<file path="src/rtl/if_fetch_queue_pkg.sv">
// Shared constants and the packed fetch-entry layout for the instruction-fetch queue.
package if_pkg;

  localparam logic [31:0] NOP_INSTR = 32'h0000_0013;
  localparam int unsigned IF_DEPTH  = 2;
  localparam int unsigned IF_SIZE   = 32;

  typedef struct packed {
    logic [31:0]        instr;
    logic [IF_SIZE-1:0] pc;
    logic [IF_SIZE-1:0] pc_save;
  } fetch_entry_t;

endpackage

</file>
<file path="src/rtl/if_fetch_queue_if.sv">
// PC / instruction-memory / decode-side signal bundle of the fetch queue.
interface if_fetch_queue_if #(
  parameter int unsigned size = 32
);
  logic [size-1:0] pc_in;
  logic [size-1:0] pc_save_in;
  logic            fetch_en;
  logic            pc_stall;
  logic            imem_req;
  logic [size-1:0] imem_addr;
  logic [31:0]     imem_rdata;
  logic            flush;
  logic            id_ready;
  logic            id_valid;
  logic [31:0]     id_instr;
  logic [size-1:0] id_pc;
  logic [size-1:0] id_pc_save;

  modport slave (
    input  pc_in, pc_save_in, fetch_en, imem_rdata, flush, id_ready,
    output pc_stall, imem_req, imem_addr, id_valid, id_instr, id_pc, id_pc_save
  );

  modport master (
    output pc_in, pc_save_in, fetch_en, imem_rdata, flush, id_ready,
    input  pc_stall, imem_req, imem_addr, id_valid, id_instr, id_pc, id_pc_save
  );
endinterface

</file>
<file path="src/rtl/if_fetch_queue_fetch_fifo_mem.sv">
// Fetch-entry storage: DEPTH x W register array, pointer-indexed, no control logic.
module fetch_fifo_mem #(
  parameter int unsigned DEPTH = 2,
  parameter int unsigned W     = 96,
  parameter int unsigned ptr_w = $clog2(DEPTH)
) (
  input  logic             clk,
  input  logic             we,
  input  logic [ptr_w-1:0] waddr,
  input  logic [W-1:0]     wdata,
  input  logic [ptr_w-1:0] raddr,
  output logic [W-1:0]     rdata
);

  logic [W-1:0] mem [DEPTH];

  always_ff @(posedge clk) begin
    if (we) mem[waddr] <= wdata;
  end

  assign rdata = mem[raddr];

endmodule

</file>
<file path="src/rtl/if_fetch_queue.sv">
// Fetch buffer between PC and IF/ID: issues 1-cycle-latency imem reads, queues the
// returned words with their PC tags, and throttles the PC with a credit-based stall.
module if_fetch_queue
  import if_pkg::*;
#(
  parameter int unsigned size  = IF_SIZE,
  parameter int unsigned DEPTH = IF_DEPTH,
  parameter int unsigned ptr_w = $clog2(DEPTH)
) (
  input  logic            clk,
  input  logic            reset,
  if_fetch_queue_if.slave bus
);

  localparam int unsigned CNT_W    = ptr_w + 1;
  localparam int unsigned CREDIT_W = CNT_W + 1;

  typedef struct packed {
    logic [31:0]     instr;
    logic [size-1:0] pc;
    logic [size-1:0] pc_save;
  } entry_t;

  logic [CNT_W-1:0]    count;
  logic [ptr_w-1:0]    wr_ptr;
  logic [ptr_w-1:0]    rd_ptr;
  logic                inflight;
  logic [size-1:0]     tag_pc;
  logic [size-1:0]     tag_pc_save;
  logic [CREDIT_W-1:0] credit_used;
  logic                stall;
  logic                req;
  logic                push;
  logic                pop;
  logic                valid;
  entry_t              wdata;
  entry_t              head;

  // A slot is reserved at request time, so in-flight reads count against capacity.
  assign credit_used = CREDIT_W'(count) + CREDIT_W'(inflight);
  assign stall       = credit_used >= CREDIT_W'(DEPTH);

  // Gated by reset so the strobe is low while the block is held in reset.
  assign req   = bus.fetch_en & ~stall & ~bus.flush & reset;
  assign push  = inflight & ~bus.flush;
  assign valid = (count != '0);
  assign pop   = valid & bus.id_ready & ~bus.flush;

  always_ff @(posedge clk or negedge reset) begin
    if (!reset) begin
      count       <= '0;
      wr_ptr      <= '0;
      rd_ptr      <= '0;
      inflight    <= 1'b0;
      tag_pc      <= '0;
      tag_pc_save <= '0;
    end else if (bus.flush) begin
      count    <= '0;
      wr_ptr   <= '0;
      rd_ptr   <= '0;
      inflight <= 1'b0;
    end else begin
      inflight <= req;
      if (req) begin
        tag_pc      <= bus.pc_in;
        tag_pc_save <= bus.pc_save_in;
      end
      if (push) wr_ptr <= wr_ptr + ptr_w'(1);
      if (pop)  rd_ptr <= rd_ptr + ptr_w'(1);
      case ({push, pop})
        2'b10:   count <= count + CNT_W'(1);
        2'b01:   count <= count - CNT_W'(1);
        default: count <= count;
      endcase
    end
  end

  assign wdata = '{instr: bus.imem_rdata, pc: tag_pc, pc_save: tag_pc_save};

  fetch_fifo_mem #(
    .DEPTH (DEPTH),
    .W     ($bits(entry_t)),
    .ptr_w (ptr_w)
  ) u_mem (
    .clk   (clk),
    .we    (push),
    .waddr (wr_ptr),
    .wdata (wdata),
    .raddr (rd_ptr),
    .rdata (head)
  );

  assign bus.pc_stall   = stall;
  assign bus.imem_req   = req;
  assign bus.imem_addr  = bus.pc_in;
  assign bus.id_valid   = valid;
  assign bus.id_instr   = valid ? head.instr   : NOP_INSTR;
  assign bus.id_pc      = valid ? head.pc      : '0;
  assign bus.id_pc_save = valid ? head.pc_save : '0;

endmodule

</file>
<file path="src/flat_wrapper.sv">
// flat-port wrapper written by rule: the top's interface ports become plain ports
module if_fetch_queue_flat import if_pkg::*;
#(
  parameter int unsigned size  = IF_SIZE,
  parameter int unsigned DEPTH = IF_DEPTH,
  parameter int unsigned ptr_w = $clog2(DEPTH)
)
  (clk, reset, bus_pc_in, bus_pc_save_in, bus_fetch_en, bus_imem_rdata, bus_flush, bus_id_ready, bus_pc_stall, bus_imem_req, bus_imem_addr, bus_id_valid, bus_id_instr, bus_id_pc, bus_id_pc_save);
  if_fetch_queue_if #(.size(size)) bus_i ();
  input  logic clk;
  input  logic reset;
  input wire logic [$bits(bus_i.pc_in)-1:0] bus_pc_in;
  input wire logic [$bits(bus_i.pc_save_in)-1:0] bus_pc_save_in;
  input wire logic [$bits(bus_i.fetch_en)-1:0] bus_fetch_en;
  input wire logic [$bits(bus_i.imem_rdata)-1:0] bus_imem_rdata;
  input wire logic [$bits(bus_i.flush)-1:0] bus_flush;
  input wire logic [$bits(bus_i.id_ready)-1:0] bus_id_ready;
  output wire logic [$bits(bus_i.pc_stall)-1:0] bus_pc_stall;
  output wire logic [$bits(bus_i.imem_req)-1:0] bus_imem_req;
  output wire logic [$bits(bus_i.imem_addr)-1:0] bus_imem_addr;
  output wire logic [$bits(bus_i.id_valid)-1:0] bus_id_valid;
  output wire logic [$bits(bus_i.id_instr)-1:0] bus_id_instr;
  output wire logic [$bits(bus_i.id_pc)-1:0] bus_id_pc;
  output wire logic [$bits(bus_i.id_pc_save)-1:0] bus_id_pc_save;
  assign bus_i.pc_in = bus_pc_in;
  assign bus_i.pc_save_in = bus_pc_save_in;
  assign bus_i.fetch_en = bus_fetch_en;
  assign bus_i.imem_rdata = bus_imem_rdata;
  assign bus_i.flush = bus_flush;
  assign bus_i.id_ready = bus_id_ready;
  assign bus_pc_stall = bus_i.pc_stall;
  assign bus_imem_req = bus_i.imem_req;
  assign bus_imem_addr = bus_i.imem_addr;
  assign bus_id_valid = bus_i.id_valid;
  assign bus_id_instr = bus_i.id_instr;
  assign bus_id_pc = bus_i.id_pc;
  assign bus_id_pc_save = bus_i.id_pc_save;
  if_fetch_queue #(.size(size), .DEPTH(DEPTH), .ptr_w(ptr_w)) u_core (.clk(clk), .reset(reset), .bus(bus_i));
endmodule
</file>
<file path="config.mk">
export PLATFORM = sky130hd
export DESIGN_NAME = if_fetch_queue_flat
export DESIGN_NICKNAME = d
export VERILOG_FILES = /design/src/rtl/if_fetch_queue_pkg.sv /design/src/rtl/if_fetch_queue_if.sv /design/src/rtl/if_fetch_queue_fetch_fifo_mem.sv /design/src/rtl/if_fetch_queue.sv /design/src/flat_wrapper.sv
export SDC_FILE = /design/constraint.sdc
export NUM_CORES = 1
export LEC_CHECK = 0
export ABC_AREA = 1
export CORE_MARGIN = 2
export CORE_UTILIZATION = 40
export CTS_CLUSTER_SIZE = 10
export DETAILED_ROUTE_END_ITERATION = 8
export PLACE_DENSITY = 0.66
export SYNTH_ARGS = -nofsm -noshare
export SYNTH_HDL_FRONTEND = slang
export SYNTH_SLANG_ARGS = --single-unit
</file>
<file path="constraint.sdc">
create_clock -name clk -period 13.9 [get_ports clk]
set_clock_uncertainty 0.05 [all_clocks]
set_input_delay 1.39 -clock clk [delete_from_list [all_inputs] [get_ports clk]]
set_output_delay 1.39 -clock clk [all_outputs]
set_load 0.03 [all_outputs]
</file>
After elaboration in Yosys (flattened, before gate mapping)
Memories as Yosys holds them, arrays and structs flattened.
Index checks and enable logic that the tools add are counted.
Widths: inputs -> output; s select.

storage, ports and cells
  output and inout bits = 131
  memories = 1
  bits in registers = 69
  RAM bits = 192
  bits of input ports = 101
  word-level logic and storage cells = 40

memory list
  name              words  width  rd ports  clocked after memory_dff  write ports  RTL line                             RTL
  u_core.u_mem.mem  2      96     1         0                         1            if_fetch_queue_fetch_fifo_mem.sv:15  logic [W-1:0] mem [DEPTH];

cells by class
  reductions and logical operators = 5
  muxes and demuxes = 12
  order comparisons = 1
  add/subtract/negate cells = 5
  equal/unequal tests = 2
  bitwise logic cells = 8

operator list
  operator             number
  $mux 32              3
  $mux 1               7
  $and 1x1->1          6
  $reduce_bool 2->1    3
  $pmux 2 s2           1
  $add 2x1->3          1
  $ge 3x2->1 const B   1
  $reduce_bool 3->1    1
  $add 1x1->1 const B  2
  $add 2x1->2 const B  1
  $eq 2x1->1 const B   1
  $eq 2x2->1 const B   1
  $mux 2               1
  $not 1->1            2
  $reduce_and 2->1     1
  $sub 2x1->2 const B  1

Logic depth before layout (Yosys ltp)
  depth in word-level cells = 7
  depth in mapped cells = 8
  gate-level depth less buffers = 7

By module
Synthesis repeated with hierarchy kept, for this count alone.

unflattened totals
  cell total of the unflattened synthesis = 1053
  area, all modules = 10864.2 um2

by module, submodules not included
  module          area each (um2)  seq. area each (um2)  cells each  times used
  fetch_fifo_mem  7008.0           5765.5                506         1
  if_fetch_queue  3856.2           1726.7                547         1

Least setup slack after synthesis
Ideal clock, no wire load.

  path type = input to register
  start = in bus_flush
  end = mem u_core.u_mem.mem[0][0], enable pin
  slack = 7787 ps
  cell stages on the path = 3
  setup time = 551 ps
  arrival = 5512 ps
  data required time = 13299 ps
  path buffers = 0
  cells stage by stage = inv_2 > nand2_1 > nor2_1

on the way
  cells in the longest elaborated chain, start to end = 4

ends and longest elaborated chain
  what                          RTL line                             RTL
  from (decl)                   flat_wrapper.sv:16                   input wire logic [$bits(bus_i.flush)-1:0] bus_flush;
  $not 1->1 (no line)           -
  $and 1x1->1                   if_fetch_queue.sv:45                 assign push = inflight & ~bus.flush;
  $mux 1                        if_fetch_queue_fetch_fifo_mem.sv:18  if (we) mem[waddr] <= wdata;
  $mux 1 (not written as such)  if_fetch_queue_fetch_fifo_mem.sv:18
  to (decl)                     if_fetch_queue_fetch_fifo_mem.sv:15

No other way between the ends.

Final worst setup path
  start = reg u_core.rd_ptr
  end = out bus_id_pc[8]

on the way
  cells in the longest elaborated chain, start to end = 2

ends and longest elaborated chain
  what                    RTL line              RTL
  from (decl)             if_fetch_queue.sv:26  logic [ptr_w-1:0] rd_ptr;
  from (signal assigned)  if_fetch_queue.sv:69  if (pop) rd_ptr <= rd_ptr + ptr_w'(1);
  $mem_v2 2x96            -
  $mux 32                 if_fetch_queue.sv:98  assign bus.id_pc = valid ? head.pc : '0;
  to (decl)               flat_wrapper.sv:23    output wire logic [$bits(bus_i.id_pc)-1:0] bus_id_pc;

No other way between the ends.

==> results.ini <==
[finish]
area_growth_pct=31.37
final_common_cell=nand2_1
final_cell_mix=nand2_1 (332), clkdlybuf4s50_1 (230), edfxtp_1 (192), a21oi_1 (96), dfrtp_1 (68)
postLayoutCoreUtil=0.5329
drive_gt1_frac=0.04744
multi_input_area_um2=2173
nFillCells=2154
nets=1152
ff_latch_area_um2=7496

[timing]
final.min_clock_period_ns=4.885
max_slew.worst_pin.slew_ns=1.047
setup_viol=0
holdWs_ns=0.4092
finalCritPeriodShare=0.3514
finalHoldViolCount=0
timing.fmax_mhz=204.7
finalSetupTns_ns=0
fin_ws_ns=9.015
rsz0062_at_grt=no
maxSlewViolCount=0
relSlewSlack=0.3002

[floorplan]
coreArea_um2=25110
pin_count=232
design.die.area_um2=26760
fp.dieH_um=163.6
num_rows=58
die_w_um=163.6
start_util=0.4057

[clock_network]
cts_tree=built
clock_path_buffers=3
cts-root-buf=clkbuf_16
post_cts_buffers=0
cts_resized=0
cts.reportedPaths.clkPinSlew_ns=0.06
numCtsBuffers=30
clk_latency_ns=0.53
postCtsHoldBufs=0
clock_sinks=261
htreeDepth=1

[logic_synthesis]
netlist_area_um2=10190
synth_seq_cells=261
synthCells=863
yosysUniqueCellTypes=18
synth_top_area_share=0.5660
synth_fp_nets=964
avgSynthCellArea_um2=11.80
yosysTopAreaCell=edfxtp_1
ys_seq_area_frac=0.7355
ys_warn_count=0
synth_area_leaders=edfxtp_1 (57%), dfrtp_1 (17%), nand2_1 (12%)

[critical_path]
path_cells=clkinv_2 -> buf_4 -> nand2_1 -> a21oi_1 -> clkdlybuf4s50_1
r2r_setup_slack_ns=11.19
end_kind=output port
required_ns=12.46
start_kind=flop
cp_max_fo=66
worstPathArrival_ns=3.45
crit_type=flop to output port
crit_family=buffers and inverters
slowest_delay_ns=0.72
cp_num_buf_inv=3
slowest_stage=clkdlybuf4s50_1

[detailed_routing]
drt-initial-drc-count=356
final_antenna_net_count=0
via_count=6862
routed_wl_um=23840
wl_per_cell_um=16.96
firstDrtPassIters=5
drc_errors=0
viasPerCell=4.881

[pwr]
power_frac_comb=0.171
seqPwrFrac=0.470
sw_frac_of_total=0.2657
p_switching_uw=530.7
p_leak_uw=0.005039
p_clk_frac=0.358
power.density_nw_per_um2=149.3
p_int_uw=1467
vdd.ir_drop.worst_uv=93.36

[global_route]
grt_pass1_wl_um=36050
grt_pass1_vias=6723
antenna_found_initial=1
grt_use_total=0.1741
grt_max_degree=67
grt_overflow_total=0

[place]
hpwl_um=13890
globalplace.congestion=0.7201
io_buffer_count=231
pre_cts_ws_ns=9.510

[worst_hold_path]
min_path_type=flop to flop

[outcome]
status=complete, no violations

[run]
maxCapViolations=0

[per-layer routing]
layer / routed length, um / GRT usage / vias up
met4: 502 / 0.04466 / 0
met2: 11860 / 0.3040 / 224
met5: 0 / 0 / -
met3: 1523 / 0.03580 / 38
li1: - / - / 3297
met1: 9956 / 0.2220 / 3303
[cells in the mapped netlist (all sizes together)]
cell and n:
edfxtp 192, a21oi 96, nand3 7, buf 56, clkbuf 28, dfrtp 69
nor2 8, inv 6, nand2 333, o21ai 68
[power by group through the flow]
stage	sequential [uW]	combinational (uW)	clock (uW)
global placement	949	342	0
CTS	940	349	733
global route	946	371	760
detailed placement	955	347	0
floorplan	941	204	0
finish	940	342	716
[registers in the layout (all words and copies together) (netlist names)]
signal / flops
u_core.u_mem.mem: 192
u_core.rd_ptr: 1
u_core.count: 2
u_core.wr_ptr: 1
u_core.tag_pc_save: 32
u_core.inflight: 1
u_core.tag_pc: 32
[through the flow]
stage | area (um2) | cells | total power, uW
after global placement | 12480 | 1349 | 1291
after CTS | 13380 | 1405 | 2022
after global routing | 13380 | 1405 | 2076
after detailed placement | 12480 | 1349 | 1302
after floorplan | 10190 | 863 | 1146
final | 13380 | 1406 | 1998
[final cells by class]
type	instances	area share
diodes	1	0.0001870
multi-input cells	512	0.1624
repair buffers	240	0.1777
clock buffers	55	0.06470
clock inverters	1	0.002244
flip-flops and latches	261	0.5602
inverters	6	0.001777
well taps	330	0.03086
[cell families after synthesis]
logic type      Yosys count  share of synthesized area
compound gates          164                    0.08058
buf+inv                  90                    0.05331
flops                   261                     0.7355
simple gates            348                     0.1306
[worst paths after layout]
| path | from | endpoint | depth (start not counted) |
|---|---|---|---|
| setup / recovery | u_core.rd_ptr | bus_id_pc[8] | 5 |
| hold / removal | u_core.tag_pc[31] | u_core.u_mem.mem[0][63] | 0 |
| setup reg to reg | u_core.inflight | u_core.u_mem.mem[0][54] | 3 |
| hold reg to reg | u_core.tag_pc[31] | u_core.u_mem.mem[0][63] | 0 |
| max in group asynchronous | reset | u_core.tag_pc[23] | 2 |
| min in group asynchronous | reset | u_core.tag_pc_save[15] | 1 |
Note: power is estimated with default switching activity, not from simulation.
